<file path="src/rtl/top_level.sv">
`default_nettype none
// +------------------------------------------------------------------------+
// | Module   : top_level                                                   |
// | Function : Hamming SECDED decoder sweeping 15 codewords held in an     |
// |            internal byte memory (dm1). Source codeword i sits at bytes |
// |            30+2i (low) and 31+2i (high). The decoded result            |
// |            {F1,F0,000,d11..d1} goes to bytes 2i (low) and 2i+1 (high). |
// | Config   : define TOP_LEVEL_DED_EN to enable double-error detection.   |
// |            Without it, the overall parity bit takes no part in         |
// |            classification and F1 is always 0.                          |
// | Revision : 1.0  initial release                                        |
// +------------------------------------------------------------------------+

module top_level_dmem (
  input  logic       clk,
  input  logic       we,
  input  logic [7:0] addr,
  input  logic [7:0] wdata,
  output logic [7:0] rdata
);

  logic [7:0] core [0:255];

  // Synchronous single-byte write. Contents are never cleared by reset.
  always_ff @(posedge clk) begin
    if (we) core[addr] <= wdata;
  end

  assign rdata = core[addr];

endmodule

module top_level (
  input  logic clk,
  input  logic reset,
  input  logic start,
  output logic done
);

  typedef enum logic [2:0] {
    IDLE   = 3'd0,
    RD_LO  = 3'd1,
    RD_HI  = 3'd2,
    DECODE = 3'd3,
    WR_LO  = 3'd4,
    WR_HI  = 3'd5,
    FIN    = 3'd6
  } state_t;

  localparam logic [3:0] LAST_WORD = 4'd14;

  state_t      state, state_nx;
  logic [3:0]  idx, idx_nx;
  logic        start_q;
  logic [7:0]  lo_byte, hi_byte;
  logic [15:0] result, decoded;
  logic [7:0]  base;
  logic [7:0]  mem_addr, mem_wdata, mem_rdata;
  logic        mem_we;

  top_level_dmem dm1 (
    .clk   (clk),
    .we    (mem_we),
    .addr  (mem_addr),
    .wdata (mem_wdata),
    .rdata (mem_rdata)
  );

  // Byte offset of the current word: 2*i.
  assign base = {3'b000, idx, 1'b0};
  assign done = (state == FIN);

  // Control state, word index and start-edge tracker.
  always_ff @(posedge clk or negedge reset) begin
    if (!reset) begin
      state   <= IDLE;
      idx     <= 4'd0;
      start_q <= 1'b0;
    end else begin
      state   <= state_nx;
      idx     <= idx_nx;
      start_q <= start;
    end
  end

  // Datapath capture: the two codeword bytes, then the decoded result.
  always_ff @(posedge clk or negedge reset) begin
    if (!reset) begin
      lo_byte <= 8'h00;
      hi_byte <= 8'h00;
      result  <= 16'h0000;
    end else begin
      if (state == RD_LO)  lo_byte <= mem_rdata;
      if (state == RD_HI)  hi_byte <= mem_rdata;
      if (state == DECODE) result  <= decoded;
    end
  end

  // SECDED decode of the captured codeword into {flags, 000, data}.
  always_comb begin
    logic [15:0] cw;
    logic [15:0] corr;
    logic [3:0]  syn;
    logic        par;
    logic [1:0]  flags;
    cw    = {hi_byte, lo_byte};
    syn   = 4'd0;
    for (int j = 1; j < 16; j++) begin
      if (cw[j]) syn = syn ^ j[3:0];
    end
    par   = ^cw;
    corr  = cw;
    flags = 2'b00;
`ifdef TOP_LEVEL_DED_EN
    if (par) begin
      // Single error; S=0 points at p0, which carries no data.
      corr  = cw ^ (16'h0001 << syn);
      flags = 2'b01;
    end else if (syn != 4'd0) begin
      // Double error: data is passed through uncorrected.
      flags = 2'b10;
    end
`else
    if (syn != 4'd0) begin
      corr  = cw ^ (16'h0001 << syn);
      flags = 2'b01;
    end
`endif
    decoded = {flags, 3'b000, corr[15:9], corr[7:5], corr[3]};
  end

  // Next-state, memory address and write strobe. A high start always wins.
  always_comb begin
    state_nx  = state;
    idx_nx    = idx;
    mem_addr  = base + 8'd30;
    mem_we    = 1'b0;
    mem_wdata = 8'h00;
    case (state)
      IDLE: begin
        if (start_q) begin
          state_nx = RD_LO;
          idx_nx   = 4'd0;
        end
      end
      RD_LO: begin
        mem_addr = base + 8'd30;
        state_nx = RD_HI;
      end
      RD_HI: begin
        mem_addr = base + 8'd31;
        state_nx = DECODE;
      end
      DECODE: begin
        state_nx = WR_LO;
      end
      WR_LO: begin
        mem_addr  = base;
        mem_we    = 1'b1;
        mem_wdata = result[7:0];
        state_nx  = WR_HI;
      end
      WR_HI: begin
        mem_addr  = base | 8'd1;
        mem_we    = 1'b1;
        mem_wdata = result[15:8];
        if (idx < LAST_WORD) begin
          state_nx = RD_LO;
          idx_nx   = idx + 4'd1;
        end else begin
          state_nx = FIN;
        end
      end
      FIN: begin
        state_nx = FIN;
      end
      default: begin
        state_nx = IDLE;
      end
    endcase
    if (start) begin
      state_nx = IDLE;
      idx_nx   = 4'd0;
      mem_we   = 1'b0;
    end
  end

endmodule

`default_nettype wire

</file>
<file path="config.mk">
export PLATFORM = sky130hd
export DESIGN_NAME = top_level
export DESIGN_NICKNAME = d
export VERILOG_FILES = /design/src/rtl/top_level.sv
export SDC_FILE = /design/constraint.sdc
export NUM_CORES = 1
export LEC_CHECK = 0
export BUFFER_PORTS_ARGS = -buffer_cell sky130_fd_sc_hd__buf_2
export CAP_MARGIN = 20
export CORE_AREA = 2 2 39 41
export DETAILED_ROUTE_END_ITERATION = 6
export DIE_AREA = 0 0 41 43
export GPL_ROUTABILITY_DRIVEN = 0
export SYNTH_ARGS = -nofsm -noshare
export SYNTH_HDL_FRONTEND = slang
export SYNTH_HIERARCHICAL = 1
export SYNTH_SLANG_ARGS = --single-unit
</file>
<file path="constraint.sdc">
create_clock -name clk -period 1.45 [get_ports clk]
set_input_delay 0.3625 -clock clk [delete_from_list [all_inputs] [get_ports clk]]
set_output_delay 0.3625 -clock clk [all_outputs]
set_load 0.005 [all_outputs]
</file>
==> summary.md <==
| Metric | Value |
|---|---|
| Final setup fails | `0` |
| Area growth syn-to-layout | `21.25%` |
| CP Launch Type | `flop` |
| Clock latency on the worst-skew pair | `0.26 ns` |
| First-pass GRT wire length | `1428 um` |
| Final WS setup | `0.06248 ns` |
| Reg2reg start | `state[0]` |
| Max-capacitance violation count | `0` |
| Port bufs | `3` |
| Core area | `1384 sq um` |
| Critical path endpoint category | `output port` |
| Detail-routed via count per cell | `5.364` |
| Crit path max-delay cell type | `dfrtp_2` |
| Final total power | `0.4771 mW` |
| Worst-path cell chain | `nor2b_4, and2_1, buf_2` |
| Clock Skew | `0.007296 ns` |
| CP max FO | `2` |
| Pre-CTS setup slack | `0.2030 ns` |
| Site row count | `14` |
| CTS Buffer Depth | `2` |
| Lkg Pwr | `0.2295 nW` |
| Post-DP HPWL | `553.8 um` |
| Share of post-route cells with drive strength above 1 | `0.3800` |
| TritonCTS clock tree | `yes` |
| I/O pins | `4` |
| Fin crit period | `1.388 ns` |
| Final Max Slew Viols | `0` |
| Status | `completed` |
| Max incr delay on CP | `0.39 ns` |
| Register area share after synthesis | `0.4533` |
| CTS Buf Count | `3` |
| Die area | `1763 sq um` |
| WP data arrival | `1.03 ns` |
| DRC | `0` |
| Detail Route Antenna Nets | `0` |
| Worst EP required | `1.09 ns` |
| Final hold vios | `0` |
| Final setup TNS | `0 ns` |
| Pin count of the biggest net entering global routing | `12` |
| Clock Pin Slew Worst Setup and Hold Paths | `0.05 ns` |
| HP Class | `input pin to flop` |
| Number of global-route vias before repair | `340` |
| Vias | `354` |
| Total global routing overflow | `0` |
| Mapped Nets | `45` |
| Starting density of the core | `0.3192` |
| R2R cell count | `4` |
| Yosys warning count | `6` |
| Chip height | `43 um` |
| DR WL/cell | `12.08 um` |
| Die W | `41 um` |
| Antenna diodes | `0` |
| Crit share post-route | `0.9569` |
| Post-Syn Area | `441.7 sq um` |
| Worst setup endpoint | `done` |
| Routed WL | `797 um` |
| FF-to-FF End | `idx[0]` |
| Initial DRC Count | `15` |
| CTS sink count | `8` |
| Yosys cell types | `28` |
| RSZ-0062 raised after global routing | `false` |
| H-tree Lvls | `1` |
| First-pass DRT Iterations | `3` |
| Avg Cell Area, Syn | `10.77 sq um` |
| Root Buffer | `clkbuf_4` |
| Actual slew at the worst max-slew pin | `0.3059 ns` |
| Max IR drop VDD | `518.8 uV` |
| Slew HR | `0.7956` |
| PwrDens | `890.9 nW/um^2` |
| Number of synthesized register bits | `8` |
| Initial antenna violation count | `0` |
| Critical path type | `flop to output port` |
| Gr usage total | `0.1235` |
| FF-to-FF setup slack | `0.11 ns` |
| Fmax | `720.7 MHz` |
| Cells after synthesis | `41` |
| CP startpoint | `state[1]` |
| Fin nets | `56` |
==> metrics by stage <==
step | instances | hold WS [ns] | utilization | area (sq um)
after floorplan | 41 | 0.06691 | - | 441.7
after global placement | 59 | 0.2186 | 0.3391 | 469.2
after detailed placement | 59 | 0.2170 | 0.3391 | 469.2
after CTS | 66 | 0.2842 | 0.3807 | 526.8
after global routing | 66 | 0.2889 | 0.3870 | 535.5
final | 66 | 0.2937 | 0.3870 | 535.5
==> layout by cell type, fill, tap and decap left out, drive strengths merged <==
cell type / netlist / layout
a21boi: 1 / 1
a21oi: 2 / 2
a311o: 1 / 1
a31o: 1 / 1
a31oi: 1 / 1
and2: 1 / 1
and4bb: 1 / 1
buf: 1 / 6
clkbuf: 0 / 3
dfrtp: 8 / 8
dlygate4sd3: 0 / 1
ha: 1 / 1
inv: 3 / 3
mux2i: 1 / 1
nand2: 3 / 3
nand3: 3 / 3
nand4: 1 / 1
nand4b: 1 / 1
nor2b: 2 / 2
nor3b: 1 / 1
nor4b: 1 / 1
nor4bb: 1 / 1
o211ai: 1 / 1
o21a: 1 / 1
o21ai: 2 / 2
o21bai: 1 / 1
o31ai: 1 / 1
==> metal layers <==
| layer | track usage | routed length (um) |
|---|---|---|
| met4 | 0.04000 | 12 |
| met2 | 0.1531 | 330 |
| met1 | 0.1716 | 405 |
| met5 | 0 | 0 |
| met3 | 0.07853 | 48 |
==> worst min path at each step <==
stage,startpoint,to,slack [ns],depth (start not counted)
after CTS,start,start_q,0.28,1
final,start,start_q,0.29,1
after floorplan,reset,idx[0],0.07,0
after global routing,start,start_q,0.29,1
after detailed placement,reset,idx[0],0.22,1
after global placement,reset,idx[0],0.22,1
==> registers in the layout, indices dropped and copies added, names as in the netlist <==
| signal | flops |
|---|---|
| idx | 4 |
| state | 3 |
| start_q | 1 |
==> worst max-delay path, delay by kind of cell, from the launching register on <==
kind | cells | cell delay (ns)
buf+inv | 1 | 0.12
simple gates | 2 | 0.26
flops | 1 | 0.39
==> synthesized netlist by cell type (all sizes together) <==
| library cell | number | area [sq um] |
|---|---|---|
| buf | 1 | 7.510 |
| a311o | 1 | 10.01 |
| inv | 3 | 11.26 |
| a31oi | 1 | 6.260 |
| nand2 | 3 | 11.26 |
| nand4b | 1 | 8.760 |
| dfrtp | 8 | 200.2 |
| nand4 | 1 | 6.260 |
| nor3b | 1 | 7.510 |
| o21bai | 1 | 7.510 |
| o31ai | 1 | 7.510 |
| ha | 1 | 12.51 |
| mux2i | 1 | 10.01 |
| o21ai | 2 | 10.00 |
| and2 | 1 | 6.260 |
| o21a | 1 | 7.510 |
| and4bb | 1 | 12.51 |
| a21boi | 1 | 7.510 |
| nor4bb | 1 | 10.01 |
| nand3 | 3 | 20.02 |
| a31o | 1 | 8.760 |
| o211ai | 1 | 12.51 |
| nor2b | 2 | 15.02 |
| a21oi | 2 | 10.01 |
| nor4b | 1 | 15.01 |
==> cell type report <==
cell class,instances,area [sq um]
well taps,16,20.02
multi-input cells,29,230.2
flip-flops and latches,8,203.9
inverters,3,11.26
clock buffers,3,22.52
fillers,142,848.3
repair buffers,7,47.55
==> power by group <==
part	switching (mW)	internal (mW)
sequential	0.00733	0.232
clock	0.0761	0.0947
combinational	0.0317	0.0350
total	0.115	0.362
==> cells by family after synthesis <==
| group | synth area share |
|---|---|
| flip-flops | 0.4533 |
| AO/OA/AOI/OAI | 0.1983 |
| adder cells (fa/ha/maj) | 0.02832 |
| buffers and inverters | 0.04250 |
| multiplexers | 0.02266 |
| AND/OR/NAND/NOR | 0.2550 |
==> repair_timing <==
item                       CTS  global route
gates cloned                 0             0
setup endpoints to repair    1             1
hold endpoints to repair     8             0
hold buffers                 1             0
gates resized for setup      2             3
setup buffers                3             0
Power figures use the tool's default switching activity.
